### config.mk
export PLATFORM = sky130hd
export DESIGN_NAME = dm_arbiter
export DESIGN_NICKNAME = d
export VERILOG_FILES = /design/src/rtl/dm_arbiter_pkg.sv /design/src/rtl/dm_rr_grant.sv /design/src/rtl/dm_arbiter.sv
export SDC_FILE = /design/constraint.sdc
export NUM_CORES = 1
export LEC_CHECK = 0
export CAP_MARGIN = 20
export CORE_AREA = 2 2 118 120
export CTS_BUF_LIST = sky130_fd_sc_hd__clkbuf_2 sky130_fd_sc_hd__clkbuf_4 sky130_fd_sc_hd__clkbuf_8
export CTS_CLUSTER_SIZE = 16
export DETAILED_ROUTE_END_ITERATION = 8
export DIE_AREA = 0 0 120 122
export GPL_TIMING_DRIVEN = 0
export PLACE_DENSITY = 0.69
export REMOVE_ABC_BUFFERS = 1
export SLEW_MARGIN = 30
export SYNTH_ARGS = -nofsm -noshare
export SYNTH_HDL_FRONTEND = slang
export SYNTH_SLANG_ARGS = --single-unit
### constraint.sdc
create_clock -name clk -period 3.5 [get_ports clk]
set_input_delay 0.525 -clock clk [delete_from_list [all_inputs] [get_ports clk]]
set_output_delay 0.525 -clock clk [all_outputs]
set_load 0.1 [all_outputs]
### src/rtl/dm_arbiter_pkg.sv
// Shared definitions for the two-port data-memory arbiter.
// Holds the arbiter state encoding, the MAX_BURST default, bus widths,
// the request payload struct and the misalignment helper.
package dm_arbiter_pkg;

  localparam int unsigned MAX_BURST_DEFAULT = 4;
  localparam int unsigned BURST_W           = 3;
  localparam int unsigned ADDR_W            = 32;
  localparam int unsigned DATA_W            = 32;

  // Arbiter ownership: IDLE when nobody requested last cycle, else last winner.
  typedef enum logic [1:0] {
    ST_IDLE = 2'd0,
    ST_OWN0 = 2'd1,
    ST_OWN1 = 2'd2
  } arb_state_e;

  // One requester's memory access.
  typedef struct packed {
    logic              we;
    logic              is_byte;
    logic [ADDR_W-1:0] addr;
    logic [DATA_W-1:0] wd;
  } mem_req_t;

  // Word accesses must be 4-byte aligned; byte accesses never fault.
  function automatic logic misaligned(input logic is_byte, input logic [1:0] addr_lo);
    return !is_byte && (addr_lo != 2'b00);
  endfunction

endpackage

### src/rtl/dm_rr_grant.sv
// Arbitration decision for the two memory requesters.
// Ports:
//   clk, reset         clock, synchronous active-high reset
//   valid0, valid1     request present on port 0 / port 1
//   grant0_c, grant1_c combinational grant (at most one set)
// State and burst count are internal registers.
module dm_rr_grant
  import dm_arbiter_pkg::*;
#(
  parameter int unsigned MAX_BURST = MAX_BURST_DEFAULT
) (
  input  logic clk,
  input  logic reset,
  input  logic valid0,
  input  logic valid1,
  output logic grant0_c,
  output logic grant1_c
);

  localparam logic [BURST_W-1:0] BURST_MAX = BURST_W'(MAX_BURST);

  arb_state_e         state;
  arb_state_e         state_next;
  logic [BURST_W-1:0] burst;
  logic [BURST_W-1:0] burst_next;
  logic [BURST_W-1:0] burst_inc;

  // State register.
  always_ff @(posedge clk) begin
    if (reset) begin
      state <= ST_IDLE;
      burst <= '0;
    end else begin
      state <= state_next;
      burst <= burst_next;
    end
  end

  // Winner selection and next ownership / burst count.
  always_comb begin
    grant0_c   = 1'b0;
    grant1_c   = 1'b0;
    state_next = state;
    burst_next = burst;
    burst_inc  = (burst >= BURST_MAX) ? BURST_MAX : burst + BURST_W'(1);

    if (reset || (!valid0 && !valid1)) begin
      state_next = ST_IDLE;
      burst_next = '0;
    end else begin
      if (valid0 && valid1) begin
        // Owner keeps the port until its burst is used up; IDLE favours port 0.
        case (state)
          ST_OWN0: grant1_c = (burst == BURST_MAX);
          ST_OWN1: grant1_c = (burst != BURST_MAX);
          default: grant1_c = 1'b0;
        endcase
      end else begin
        grant1_c = valid1;
      end
      grant0_c = !grant1_c;

      if (grant1_c) begin
        state_next = ST_OWN1;
        burst_next = (state == ST_OWN1) ? burst_inc : BURST_W'(1);
      end else begin
        state_next = ST_OWN0;
        burst_next = (state == ST_OWN0) ? burst_inc : BURST_W'(1);
      end
    end
  end

endmodule

### src/rtl/dm_arbiter.sv
// Two-port data-memory arbiter: port 0 is the pipeline, port 1 debug/DMA.
// Ports:
//   clk, reset                       clock, synchronous active-high reset
//   p<p>_valid/we/byte/addr/wd       request from port p
//   p<p>_ready                       request accepted this cycle (combinational)
//   p<p>_rvalid/rdata/err            load return one cycle after acceptance
//   mem_we/byte/addr/wd, mem_rd      memory side; mem_rd is a combinational read
module dm_arbiter
  import dm_arbiter_pkg::*;
#(
  parameter int unsigned MAX_BURST = MAX_BURST_DEFAULT
) (
  input  logic              clk,
  input  logic              reset,
  input  logic              p0_valid,
  input  logic              p0_we,
  input  logic              p0_byte,
  input  logic [ADDR_W-1:0] p0_addr,
  input  logic [DATA_W-1:0] p0_wd,
  output logic              p0_ready,
  output logic              p0_rvalid,
  output logic [DATA_W-1:0] p0_rdata,
  output logic              p0_err,
  input  logic              p1_valid,
  input  logic              p1_we,
  input  logic              p1_byte,
  input  logic [ADDR_W-1:0] p1_addr,
  input  logic [DATA_W-1:0] p1_wd,
  output logic              p1_ready,
  output logic              p1_rvalid,
  output logic [DATA_W-1:0] p1_rdata,
  output logic              p1_err,
  output logic              mem_we,
  output logic              mem_byte,
  output logic [ADDR_W-1:0] mem_addr,
  output logic [DATA_W-1:0] mem_wd,
  input  logic [DATA_W-1:0] mem_rd
);

  logic              grant0_c;
  logic              grant1_c;
  logic              accept_c;
  logic              mis_c;
  logic              returns_c;
  logic [DATA_W-1:0] load_data_c;
  mem_req_t          req0;
  mem_req_t          req1;
  mem_req_t          win_c;

  logic              rvalid0_q;
  logic              rvalid1_q;
  logic              err0_q;
  logic              err1_q;
  logic [DATA_W-1:0] rdata0_q;
  logic [DATA_W-1:0] rdata1_q;

  dm_rr_grant #(
    .MAX_BURST (MAX_BURST)
  ) u_grant (
    .clk      (clk),
    .reset    (reset),
    .valid0   (p0_valid),
    .valid1   (p1_valid),
    .grant0_c (grant0_c),
    .grant1_c (grant1_c)
  );

  assign req0 = '{we: p0_we, is_byte: p0_byte, addr: p0_addr, wd: p0_wd};
  assign req1 = '{we: p1_we, is_byte: p1_byte, addr: p1_addr, wd: p1_wd};

  // Winner's request drives the memory; a misaligned word store never writes.
  assign win_c       = grant1_c ? req1 : req0;
  assign accept_c    = grant0_c | grant1_c;
  assign mis_c       = misaligned(win_c.is_byte, win_c.addr[1:0]);
  assign returns_c   = !win_c.we || mis_c;
  assign load_data_c = win_c.is_byte ? DATA_W'(mem_rd[7:0]) : mem_rd;

  assign mem_we   = accept_c && win_c.we && !mis_c;
  assign mem_byte = win_c.is_byte;
  assign mem_addr = win_c.addr;
  // Byte stores present a clean zero-extended byte.
  assign mem_wd   = win_c.is_byte ? DATA_W'(win_c.wd[7:0]) : win_c.wd;

  assign p0_ready = grant0_c;
  assign p1_ready = grant1_c;

  // Load-return registers; rdata only moves when a response is produced.
  always_ff @(posedge clk) begin
    if (reset) begin
      rvalid0_q <= 1'b0;
      rvalid1_q <= 1'b0;
      err0_q    <= 1'b0;
      err1_q    <= 1'b0;
      rdata0_q  <= '0;
      rdata1_q  <= '0;
    end else begin
      rvalid0_q <= grant0_c && returns_c;
      rvalid1_q <= grant1_c && returns_c;
      err0_q    <= grant0_c && mis_c;
      err1_q    <= grant1_c && mis_c;
      if (grant0_c && returns_c) rdata0_q <= mis_c ? '0 : load_data_c;
      if (grant1_c && returns_c) rdata1_q <= mis_c ? '0 : load_data_c;
    end
  end

  // A response due in the cycle reset rises is dropped, not delivered.
  assign p0_rvalid = rvalid0_q && !reset;
  assign p1_rvalid = rvalid1_q && !reset;
  assign p0_err    = err0_q && !reset;
  assign p1_err    = err1_q && !reset;
  assign p0_rdata  = rdata0_q;
  assign p1_rdata  = rdata1_q;

endmodule

; Yosys cells after proc, flatten, opt, wreduce, memory -nomap -nowiden
; Cells that the tools add are included.
[word_totals]
output_inout_bits = 136
ramBits = 0
regBits = 73
mem_bits_ro = 0
memories = 0
latch_bits = 0
word_cells = 53
[op_classes]
magnitude_cmp = 1
n_shift = 0
n_div = 0
bitwise = 1
reduce_logical = 24
eq_ne = 4
multipliers = 0
add_sub_neg = 1
muxes = 14
[ops]
columns = cell, n
row1 = $mux 32, 3
row2 = $mux 66, 1
row3 = $logic_and 1x1->1, 13
row4 = $mux 3, 4
row5 = $logic_not 1->1, 7
row6 = $mux 1, 4
row7 = $add 3x1->3 const B, 1
row8 = $eq 3x3->1 const B, 1
row9 = $ge 3x3->1 const B, 1
row10 = $ne 3x3->1 const B, 1
row11 = $eq 2x1->1 const B, 1
row12 = $eq 2x2->1 const B, 1
row13 = $logic_or 1x1->1, 2
row14 = $mux 2, 1
row15 = $pmux 1 s2, 1
row16 = $reduce_bool 2->1, 1
row17 = $reduce_or 2->1, 1
row18 = $or 1x1->1, 1

; Longest topological paths before layout
[depth]
ltp_word = 10
ltp_mapped = 9
depth_no_buf = 7

; By module
; Synthesis repeated with hierarchy kept, for this count alone.
[unflattened]
hier_cells = 364
hier_area_um2 = 3693.5
[modules_own_cells]
columns = mod, cells_per_inst, n_inst, area_each_um2
row1 = dm_arbiter, 332, 1, 3398.3
row2 = dm_rr_grant, 32, 1, 295.3

; Worst setup path after synthesis
; OpenSTA, ideal clock, no wires.
[synth_timing]
path_kind = register to output
from = register u_grant.burst[0]
to = output port mem_wd[25]
setup_slack_ns = -0.500
n_path_buf = 2
arrival_ns = 3.475
stages_incl_launch_ff = 9
path_cell_list = dfxtp_1 inv_1 ha_1 and4b_4 a211o_4 nand3b_1 buf_2 clkbuf_1 o21ai_0
[synth_via]
elab_chain_cells = 7
[synth_rtl]
columns = element, line
row1 = start: declaration, dm_rr_grant.sv:24  ; logic [BURST_W-1:0] burst;
row2 = start signal: assignment, dm_rr_grant.sv:35  ; burst <= burst_next;
row3 = $ne 3x3->1 / $eq 3x3->1 (equally long branches), "dm_rr_grant.sv:55, dm_rr_grant.sv:54"
row4 = $pmux 1 s2 (*), dm_rr_grant.sv:53  ; case (state)
row5 = $mux 1 (*), dm_rr_grant.sv:51  ; if (valid0 && valid1) begin
row6 = $mux 1 (*) (2 in series), dm_rr_grant.sv:47  ; if (reset || (!valid0 && !valid1)) begin
row7 = $mux 66 (*), dm_arbiter.sv:72  ; assign win_c = grant1_c ? req1 : req0;
row8 = $mux 32 (*), dm_arbiter.sv:82  ; assign mem_wd = win_c.is_byte ? DATA_W'(win_c.wd[7:0]) : win_c.wd;
row9 = end: declaration, dm_arbiter.sv:36  ; output logic [DATA_W-1:0] mem_wd,
; Every way passes the cells marked *; elsewhere a longest branch is shown, timed or not. The select of a mux whose other input is x is not followed.

; Worst setup path in the final report
[layout_timing]
from = register u_grant.burst[0]
to = output port mem_wd[1]
; Same word-level chain as after synthesis.

==> metrics.csv <==
metric,value,unit
arrival,2.85,ns
yosys-top-cells-area,"dfxtp_1 (43%), a22o_1 (16%), mux2_2 (13%)",
start_util,25.35,%
final_cell_area,0.006782,mm²
crit_path_top_delay_cell,clkdlybuf4s15_2,
nets,798,
ir_drop,177.6,µV
die_area,0.01464,mm²
cpLargestDelayFamily,buffers and inverters,
holdCritPathClass,register to register,
finalCritPeriodShare,96.46,%
place_congestion,0.8455,
ys_seq_elements,73,
io_pins,304,
drt_iter0_markers,141,
synth_top_family_by_area,compound AO/OA/AOI/OAI gates,
critPathKind,register to output pin,
outcome,"finished, final reports clean",
portBuffers,303,
grt_usage,18.71,%
core_area,0.01350,mm²
yosysSeqAreaShare,42.69,%
synth_top_cell_by_area,dfxtp_1,
synthXorXnorAreaFrac,0,%
synth_most_common_cell,dfxtp_1,
synth-async-reset-ratio,0,%
synth_ff_type,dfxtp_1,
cp_max_fo,21,
synthesis.instances,329,
grt_first_pass_wirelength,21100,µm
dpl_cell_area,0.006693,mm²
required,2.97,ns
path_clk_slew,0.08,ns
vias_per_cell,4.668,
cp-end-kind,output pin,
drc,0,
cts_root_buf,clkbuf_8,
dp_hpwl,11400,µm
p_per_area,361.4,mW/mm²
clock-sinks,73,
numCtsBuffers,9,
crit_path_cell_trace,"inv_1, ha_1, and4b_4, a211o_4, nand3b_1, buf_4, buf_6, mux2_2, clkdlybuf4s15_2",
p_leak,2.647,nW
wire_per_inst,17.26,µm
grt_max_degree,28,
cpPeakStageDelay,0.47,ns
clock.fmax,296.2,MHz
synth_mux_area_share,13.49,%
cap_viol_max_count,0,
syn_area,0.003423,mm²
htreeDepth,3,
path_buf_inv,4,
skew,0.007930,ns
placedCellCount,795,
hold_violations,0,
antenna_found_initial,3,
grt_pass1_vias,3871,
tightest_slew,1.020,ns
final_layout_size_suffix_gt1_share,22.59,%
overflow,0,
start_kind,register,
rows,43,
die_h,122,µm
synth_top_area_share,42.69,%
area_growth,98.10,%
clockBufferDepth,2,
yosysWarnings,0,
clk_latency,0.35,ns
antenna_left,0,
period_needed,3.376,ns
timing.slew.headroom,31.78,%
synth-edff-count,0,
drt-pass1-iter-count,4,
die_w,120,µm
layout.cells.non_filler,816,
final_max_slew_viol_count,0,
yosys.area_share.simple,14.33,%
rsz0062_at_grt,no,
synth_common_cells,"dfxtp_1 (73), a22o_1 (64), mux2_2 (41)",
synth_compound_area_share,24.12,%
avgSynthCellArea,10.41,µm²
routed_wl,14080,µm
synth_cell_types,34,
final-setup-viol-count,0,
vias,3809,
synth_fa_ha_area_share,0.7310,%
cts-hold-fix-buffers,0,
cts_tree,yes,
-- cells by family (layout without fill, tap and decap cells) --
kind of cell    Yosys count  count (layout)
compound gates          106             106
fa+ha+maj                 2               2
buf+inv                  34             338
flops                    73              73
mux                      41              41
other cells               0               3
simple gates             73              73
-- path summary, 6_finish.rpt --
path                                                   to  cells past startpoint                         from  slack [ns]
worst min-delay path            p0_rdata[29]$_SDFFE_PP0P_                      1    p0_rdata[29]$_SDFFE_PP0P_        0.48
worst max register to register  p0_rdata[27]$_SDFFE_PP0P_                      8  u_grant.burst[0]$_SDFF_PP0_        1.03
worst min register to register  p0_rdata[29]$_SDFFE_PP0P_                      1    p0_rdata[29]$_SDFFE_PP0P_        0.48
worst max-delay path                            mem_wd[1]                      9  u_grant.burst[0]$_SDFF_PP0_        0.12
-- metrics by stage --
step                utilization [%]  worst slack, ns  TNS, ns  hold slack, ns  total power, W
finish                        50.22           0.1239        0          0.4815        0.002451
global route                  50.20        0.0007516        0          0.4948        0.002548
detailed placement            49.56          -0.6717   -35.46          0.4632        0.001871
floorplan                         -           -2.450   -95.31          0.4680        0.001490
CTS                           50.05         0.003896        0          0.4831        0.002474
global placement              48.52           -3.017  -260.64          0.4598        0.001857
-- layout by cell type (no fill, tap or decap), drive strengths merged, types with 2 or more instances in the layout --
cell,synthesis,routed
clkinv,0,6
diode,0,3
dfxtp,73,73
a31oi,2,2
clkdlybuf4s50,0,233
a21oi,4,4
ha,2,2
nand3b,25,25
o21bai,3,3
nor2,6,6
inv,8,8
mux2,41,41
o21ai,26,26
clkdlybuf4s15,0,23
nand2b,24,24
nor3b,3,3
buf,12,44
a22o,64,64
dlygate4sd2,0,2
nor2b,5,5
clkbuf,14,19
dlymetal6s2s,0,2
nand2,4,4
-- registers in the layout, summed over array words and instances, names as in the netlist --
register,count
err1_q,1
p1_rdata,32
rvalid1_q,1
p0_rdata,32
u_grant.state,2
rvalid0_q,1
u_grant.burst,3
err0_q,1
-- area by class of cell --
type                    count  area [µm²]
diodes                      3       7.507
clock buffers               9       123.9
clock inverters             7       71.32
fillers                  1244        6723
inverters                   8       30.03
multi-input cells         222        1836
flip-flops and latches     73        1461
well taps                 180       225.2
repair buffers            314        3027
-- timing repair --
| action | in CTS | in global routing |
|---|---|---|
| buffers inserted | 2 | 0 |
| setup endpoints to repair | 66 | 21 |
| gates resized for setup | 302 | 29 |
-- where the power goes --
group	switching [W]	internal, W	total, W
combinational	0.000651	0.000318	0.000969
sequential	0.00000709	0.000844	0.000851
clock	0.000303	0.000328	0.000631
-- per-layer routing --
layer / global-route usage (%) / vias up / part of all wire (%) / wire length (µm)
met4: 7.574 / 0 / 1.1 / 161
met5: 0 / - / 0 / 0
li1: - / 1829 / - / -
met1: 20.46 / 1785 / 37 / 5249
met2: 33.31 / 184 / 52 / 7366
met3: 6.227 / 11 / 9.3 / 1306
(Power assumes the default switching activity.)
